`config.mk`:
```
export PLATFORM = sky130hd
export DESIGN_NAME = dma_dsc_issuer
export DESIGN_NICKNAME = d
export VERILOG_FILES = /design/src/rtl/dma_pkg.sv /design/src/rtl/dsc_chunk_calc.sv /design/src/rtl/dma_dsc_issuer.sv
export SDC_FILE = /design/constraint.sdc
export NUM_CORES = 1
export LEC_CHECK = 0
export BUFFER_PORTS_ARGS = -buffer_cell sky130_fd_sc_hd__buf_2
export CORE_ASPECT_RATIO = 2
export CORE_MARGIN = 1
export CORE_UTILIZATION = 45
export DETAILED_ROUTE_END_ITERATION = 10
export PLACE_DENSITY = 0.68
export SLEW_MARGIN = 5
export SYNTH_ARGS = -nofsm -noshare
export SYNTH_HDL_FRONTEND = slang
export SYNTH_HIERARCHICAL = 1
export SYNTH_SLANG_ARGS = --single-unit
```
`constraint.sdc`:
```
create_clock -name pcie_clk -period 12.8 [get_ports pcie_clk]
set_input_delay 0.64 -clock pcie_clk [delete_from_list [all_inputs] [get_ports pcie_clk]]
set_output_delay 0.64 -clock pcie_clk [all_outputs]
set_load 0.03 [all_outputs]
```
`src/rtl/dma_pkg.sv`:
```
// rtl/dma_pkg.sv - shared types and constants for the DMA descriptor issuer
package dma_pkg;

    // Descriptor byte count width; upper bits of command/descriptor lengths are unused.
    localparam int DSC_LEN_W = 28;

    typedef enum logic [1:0] {
        IDLE  = 2'd0,
        ISSUE = 2'd1,
        DRAIN = 2'd2
    } issuer_state_t;

    typedef struct packed {
        logic [63:0] addr;
        logic [31:0] len;
    } dma_cmd_t;

endpackage

```
`src/rtl/dsc_chunk_calc.sv`:
```
// rtl/dsc_chunk_calc.sv - combinational descriptor chunk length
// Ports:
//   addr_off  - cur_addr modulo MAX_CHUNK (low log2(MAX_CHUNK) address bits)
//   remaining - bytes left in the current command
//   chunk     - min(remaining, MAX_CHUNK - addr_off); never crosses a MAX_CHUNK boundary
module dsc_chunk_calc
    import dma_pkg::*;
#(
    parameter int MAX_CHUNK = 4096
) (
    input  logic [$clog2(MAX_CHUNK)-1:0] addr_off,
    input  logic [DSC_LEN_W-1:0]         remaining,
    output logic [DSC_LEN_W-1:0]         chunk
);

    logic [DSC_LEN_W-1:0] room;

    always_comb begin
        room  = DSC_LEN_W'(MAX_CHUNK) - DSC_LEN_W'(addr_off);
        chunk = (remaining < room) ? remaining : room;
    end

endmodule

```
`src/rtl/dma_dsc_issuer.sv`:
```
// rtl/dma_dsc_issuer.sv - splits host transfer commands into descriptor-bypass loads
// Ports:
//   pcie_clk, pcie_aresetn        - clock, synchronous active-low reset
//   cmd_valid/cmd_ready/addr/len  - command intake (len[31:28] nonzero flags err)
//   dsc_byp_ready/load/addr/len   - descriptor bypass handshake toward the DMA engine
//   strm_valid/ready/last         - passive snoop of the data stream; last retires a descriptor
//   cmd_done                      - one-cycle pulse when a command has fully retired
//   busy, outstanding, err        - status; err is sticky until reset
//   stat_dsc_cnt, stat_byte_cnt   - load/byte counters, only with DSC_ISSUER_STATS_EN defined
module dma_dsc_issuer
    import dma_pkg::*;
#(
    parameter int MAX_CHUNK       = 4096,
    parameter int MAX_OUTSTANDING = 8
) (
    input  logic                               pcie_clk,
    input  logic                               pcie_aresetn,
    input  logic                               cmd_valid,
    output logic                               cmd_ready,
    input  logic [63:0]                        cmd_addr,
    input  logic [31:0]                        cmd_len,
    input  logic                               dsc_byp_ready,
    output logic                               dsc_byp_load,
    output logic [63:0]                        dsc_byp_addr,
    output logic [31:0]                        dsc_byp_len,
    input  logic                               strm_valid,
    input  logic                               strm_ready,
    input  logic                               strm_last,
    output logic                               cmd_done,
    output logic                               busy,
    output logic [$clog2(MAX_OUTSTANDING):0]   outstanding,
    output logic                               err
`ifdef DSC_ISSUER_STATS_EN
    ,
    output logic [31:0]                        stat_dsc_cnt,
    output logic [63:0]                        stat_byte_cnt
`endif
);

    localparam int OW = $clog2(MAX_OUTSTANDING) + 1;
    localparam int CW = $clog2(MAX_CHUNK);

    issuer_state_t        state, state_nxt;
    dma_cmd_t             cmd_in;
    logic [63:0]          cur_addr;
    logic [DSC_LEN_W-1:0] remaining;
    logic [DSC_LEN_W-1:0] chunk;
    logic                 cmd_hs;
    logic                 load;
    logic                 retire;
    logic                 retire_ok;
    logic                 drained;

    assign cmd_in    = '{addr: cmd_addr, len: cmd_len};
    assign cmd_hs    = cmd_valid && cmd_ready;
    assign load      = pcie_aresetn && (state == ISSUE) && dsc_byp_ready
                       && (outstanding < OW'(MAX_OUTSTANDING));
    assign retire    = strm_valid && strm_ready && strm_last;
    // A last with nothing outstanding is stray: flagged, never counted.
    assign retire_ok = retire && (outstanding != '0);
    assign drained   = (outstanding == '0);

    dsc_chunk_calc #(
        .MAX_CHUNK (MAX_CHUNK)
    ) u_chunk (
        .addr_off  (cur_addr[CW-1:0]),
        .remaining (remaining),
        .chunk     (chunk)
    );

    always_ff @(posedge pcie_clk) begin
        if (!pcie_aresetn) begin
            state <= IDLE;
        end else begin
            state <= state_nxt;
        end
    end

    always_comb begin
        state_nxt = state;
        case (state)
            IDLE: begin
                if (cmd_hs) begin
                    state_nxt = (cmd_in.len[DSC_LEN_W-1:0] == '0) ? DRAIN : ISSUE;
                end
            end
            ISSUE: begin
                if (load && (chunk == remaining)) begin
                    state_nxt = DRAIN;
                end
            end
            DRAIN: begin
                if (drained) begin
                    state_nxt = IDLE;
                end
            end
            default: state_nxt = IDLE;
        endcase
    end

    // Outputs are forced inactive while reset is asserted, even before the reset edge.
    always_comb begin
        cmd_ready    = 1'b0;
        dsc_byp_load = load;
        dsc_byp_addr = '0;
        dsc_byp_len  = '0;
        cmd_done     = 1'b0;
        busy         = (state != IDLE);
        case (state)
            IDLE:  cmd_ready = pcie_aresetn;
            ISSUE: begin
                dsc_byp_addr = cur_addr;
                dsc_byp_len  = 32'(chunk);
            end
            DRAIN: cmd_done = pcie_aresetn && drained;
            default: ;
        endcase
    end

    always_ff @(posedge pcie_clk) begin
        if (!pcie_aresetn) begin
            cur_addr    <= '0;
            remaining   <= '0;
            outstanding <= '0;
            err         <= 1'b0;
        end else begin
            if (cmd_hs) begin
                cur_addr  <= cmd_in.addr;
                remaining <= cmd_in.len[DSC_LEN_W-1:0];
            end else if (load) begin
                cur_addr  <= cur_addr + 64'(chunk);
                remaining <= remaining - chunk;
            end

            case ({load, retire_ok})
                2'b10:   outstanding <= outstanding + 1'b1;
                2'b01:   outstanding <= outstanding - 1'b1;
                default: ;
            endcase

            if ((cmd_hs && (cmd_in.len[31:DSC_LEN_W] != '0)) || (retire && drained)) begin
                err <= 1'b1;
            end
        end
    end

`ifdef DSC_ISSUER_STATS_EN
    always_ff @(posedge pcie_clk) begin
        if (!pcie_aresetn) begin
            stat_dsc_cnt  <= '0;
            stat_byte_cnt <= '0;
        end else if (load) begin
            stat_dsc_cnt  <= stat_dsc_cnt + 32'd1;
            stat_byte_cnt <= stat_byte_cnt + 64'(chunk);
        end
    end
`endif

endmodule

```
==> summary.txt <==
Outcome
  – Status: complete, no violations

Timing
  – Slew headroom: between 20% and 30%
  – Slew @ Worst Pin: roughly 1100 ps
  – Final setup fails: 0
  – Final Cycle Share: 53.7%
  – RSZ-0062 raised after global routing: false
  – Final Hold Viols: 0
  – Setup TNS: 0 ps
  – Fin crit period: 6870 ps
  – Final Slew Violations: 0
  – Worst Skew: around 8.1 ps
  – Max frequency: 146 MHz

Die
  – Die W: about 100 um
  – Core area: about 0.02 sq mm
  – Die H: 206 um
  – IO Count: 208
  – Initial Util: 46.0%
  – Die ar.: ~0.021 sq mm
  – Rows: 74

Power and ir drop
  – Pwr Total: 1130 uW
  – Leakage: 0.00475 uW
  – Pwr Density: 106 mW/mm^2
  – Worst IR Drop VDD: roughly 0.062 mV

Clock network
  – Root buffer cell: clkbuf_16
  – H-Tree Depth: 3
  – Post-cts gate resize count: 0
  – Clock Pin Slew Worst Setup and Hold Paths: 70 ps
  – # clock sinks: 99
  – TritonCTS clock tree: built
  – Clk_lat worst skew: 370 ps
  – CTS max path bufs: 2
  – Post-CTS Hold Fix Bufs: 0
  – Post-CTS Setup Bufs: 0
  – CTS buffer count: 9

Finish
  – Nets@finish: 1547
  – Most frequent cells in the layout: 188 x buf_2, 120 x a21oi_1, 99 x dfxtp_1, 98 x and2_1, 91 x nand2_1
  – Final core utilization: 52.1%
  – Share of cells above drive strength 1: 18.3%
  – Synth-to-Final Area Change: 13.4%
  – Inserted Diodes: 0
  – Finished Cell Area: 0.0106 sq mm
  – Most common cell after layout, fill and taps aside: buf_2
  – Non-filler instance count after layout: between 1500 and 2000

Routing
  – Drc violations: 0
  – Iteration-0 DRC Markers: 528
  – Metal-1 WL: approximately 12000 um
  – Met3 wire length: 1780 um
  – DR vias: 9999
  – Post-route ant nets: 0
  – Uppermost routed layer: met4
  – Total wire length: 34400 um
  – Vias per std cell: 6.09
  – Met2 WL: 18100 um
  – Routed wire per std cell: 20.9 um
  – Pre-antenna DRT Iters: 6

Yosys
  – Synth Flop Type: dfxtp_1
  – Post-Synth Adder-Cell Area: 10.1%
  – Largest family of logic cells by synthesized area: compound AO/OA/AOI/OAI gates
  – Flops & latches, synth: 99
  – Synthesized area: 0.00937 sq mm
  – Seq/Total Area, Yosys: 21.2%
  – Post-Synth XOR/XNOR Area: 5.61%
  – Synth cell types: between 80 and 90
  – Compound-Gate Fraction of Synth Area: between 20% and 30%
  – Post-Syn Instances: between 1000 and 1500
  – YS warnings: 6
  – Fraction of synthesized area in multiplexers: about 2.5%
  – Post-synth EDFFs: 0
  – FFs w/ async S/R, synth: 0%
  – Simple logic cell fraction of the synthesized area: 25.3%
  – Mean Syn Cell Area: 7.59 sq um

Place
  – Port Buffers: 188
  – HPWL after detailed placement: roughly 26000 um
  – Placed cells: 1625
  – GPL Wtd Cong: 0.979
  – DP Area: between 0.01 and 0.015 sq mm

Worst setup path
  – Element type at the critical path end: flop
  – Critical path class: reg -> reg
  – CP Max Fanout: 19
  – Crit path DAT: about 7100 ps
  – Startpoint Class: flop
  – Reg2reg setup slack: ~6000 ps
  – Worst path required time: 13060 ps

Global routing
  – GRT Total Usage: 32.0%
  – First-pass GRT wire length: 52900 um
  – Pin count of the biggest net entering global routing: 94
  – Total grt overflow: 0
  – Initial antenna violation count: 0
  – Vias in the first global route: between 9000 and 10000

Run
  – Max cap viols: 0

Hold path
  – Tightest Hold Check Type: in -> reg
==> layer usage <==
layer,vias to the layer above,GRT usage [%]
met5,-,0
met4,0,26.3
met3,126,4.48
met2,425,60.7
met1,4686,30.3
li1,4762,-
==> kinds of logic (layout without fill, tap and decap cells) <==
kind of cell / Yosys count / after routing
compound gates: 390 / 390
xor+xnor: 60 / 60
fa+ha+maj: 74 / 74
buf+inv: 153 / 277
flops: 99 / 99
mux: 23 / 23
other cells: 2 / 19
simple gates: 433 / 433
==> final cells by class <==
type | count | area (sq um)
fill | 2089 | 9750
sequential | 99 | 1980
inverter | 65 | 244
clock inverter | 6 | 40.0
multi-input combinational | 999 | 6780
tap | 266 | 333
clock buffer | 10 | 239
timing repair buffer | 196 | 1000
==> critical path, stage by stage, from the launching register on <==
cell and delay [ps]:
dfxtp_1 390, inv_1 100, ha_1 200, or4b_4 510, nor4_1 250, xor2_1 140
ha_1 300, and4_1 220, nor3b_1 200, a221o_1 180, a21o_1 550, mux2_2 430
ha_1 230, fa_1 440, a21oi_1 290, o21ai_2 120, a22o_4 260, a2111oi_4 420
o31a_1 830, a211oi_1 240, a221o_1 340, o311a_1 120
==> per-stage QoR <==
step           hold slack (ps)  worst slack (ps)
4_1_cts                    459              6000
3_3_place_gp               487              6100
6_report                   471              5930
5_1_grt                    466              5580
3_5_place_dp               503              6040
2_1_floorplan              461              7420
==> worst paths after layout <==
kind | from | to | depth (start not counted)
worst max-delay path | cur_addr[0] | cur_addr[56] | 21
worst min-delay path | cmd_addr[35] | cur_addr[35] | 2
worst max register to register | cur_addr[0] | cur_addr[56] | 21
worst min register to register | cur_addr[17] | cur_addr[17] | 2
==> cells in the mapped netlist, types with 6 or more instances <==
library cell	n	area (sq um)
a22oi_1	46	345
a21o_1	31	233
ha_1	71	888
a31oi_1	20	125
nor2_1	55	206
inv_1	64	240
mux2i_1	19	190
nand3b_1	7	52.6
nand2b_1	9	56.3
nand4_1	22	138
clkbuf_1	47	176
nand2_1	92	345
a21oi_1	120	601
nand3_1	41	205
o21a_1	13	97.6
or3_1	13	81.3
a211oi_1	16	120
and3_1	19	119
nor3b_1	6	45.0
nor4_1	16	100
xor2_1	22	193
dfxtp_1	99	1980
xnor2_1	38	333
o21ai_0	60	300
buf_1	12	45.0
and2_1	98	613
o22ai_1	6	37.5
nor3_1	26	130
buf_4	19	143
a2111oi_0	9	78.8
==> report_power, final <==
group / leakage, uW / internal (uW) / switching (uW)
registers: 0.000811 / 330 / 33.1
clock network: 0.000139 / 137 / 134
logic: 0.00380 / 186 / 308
==> flip-flops by register name (all words and copies together), names as in the netlist <==
signal       flops
err              1
cur_addr        64
remaining       28
outstanding      4
state            2
Power figures use the tool's default switching activity.
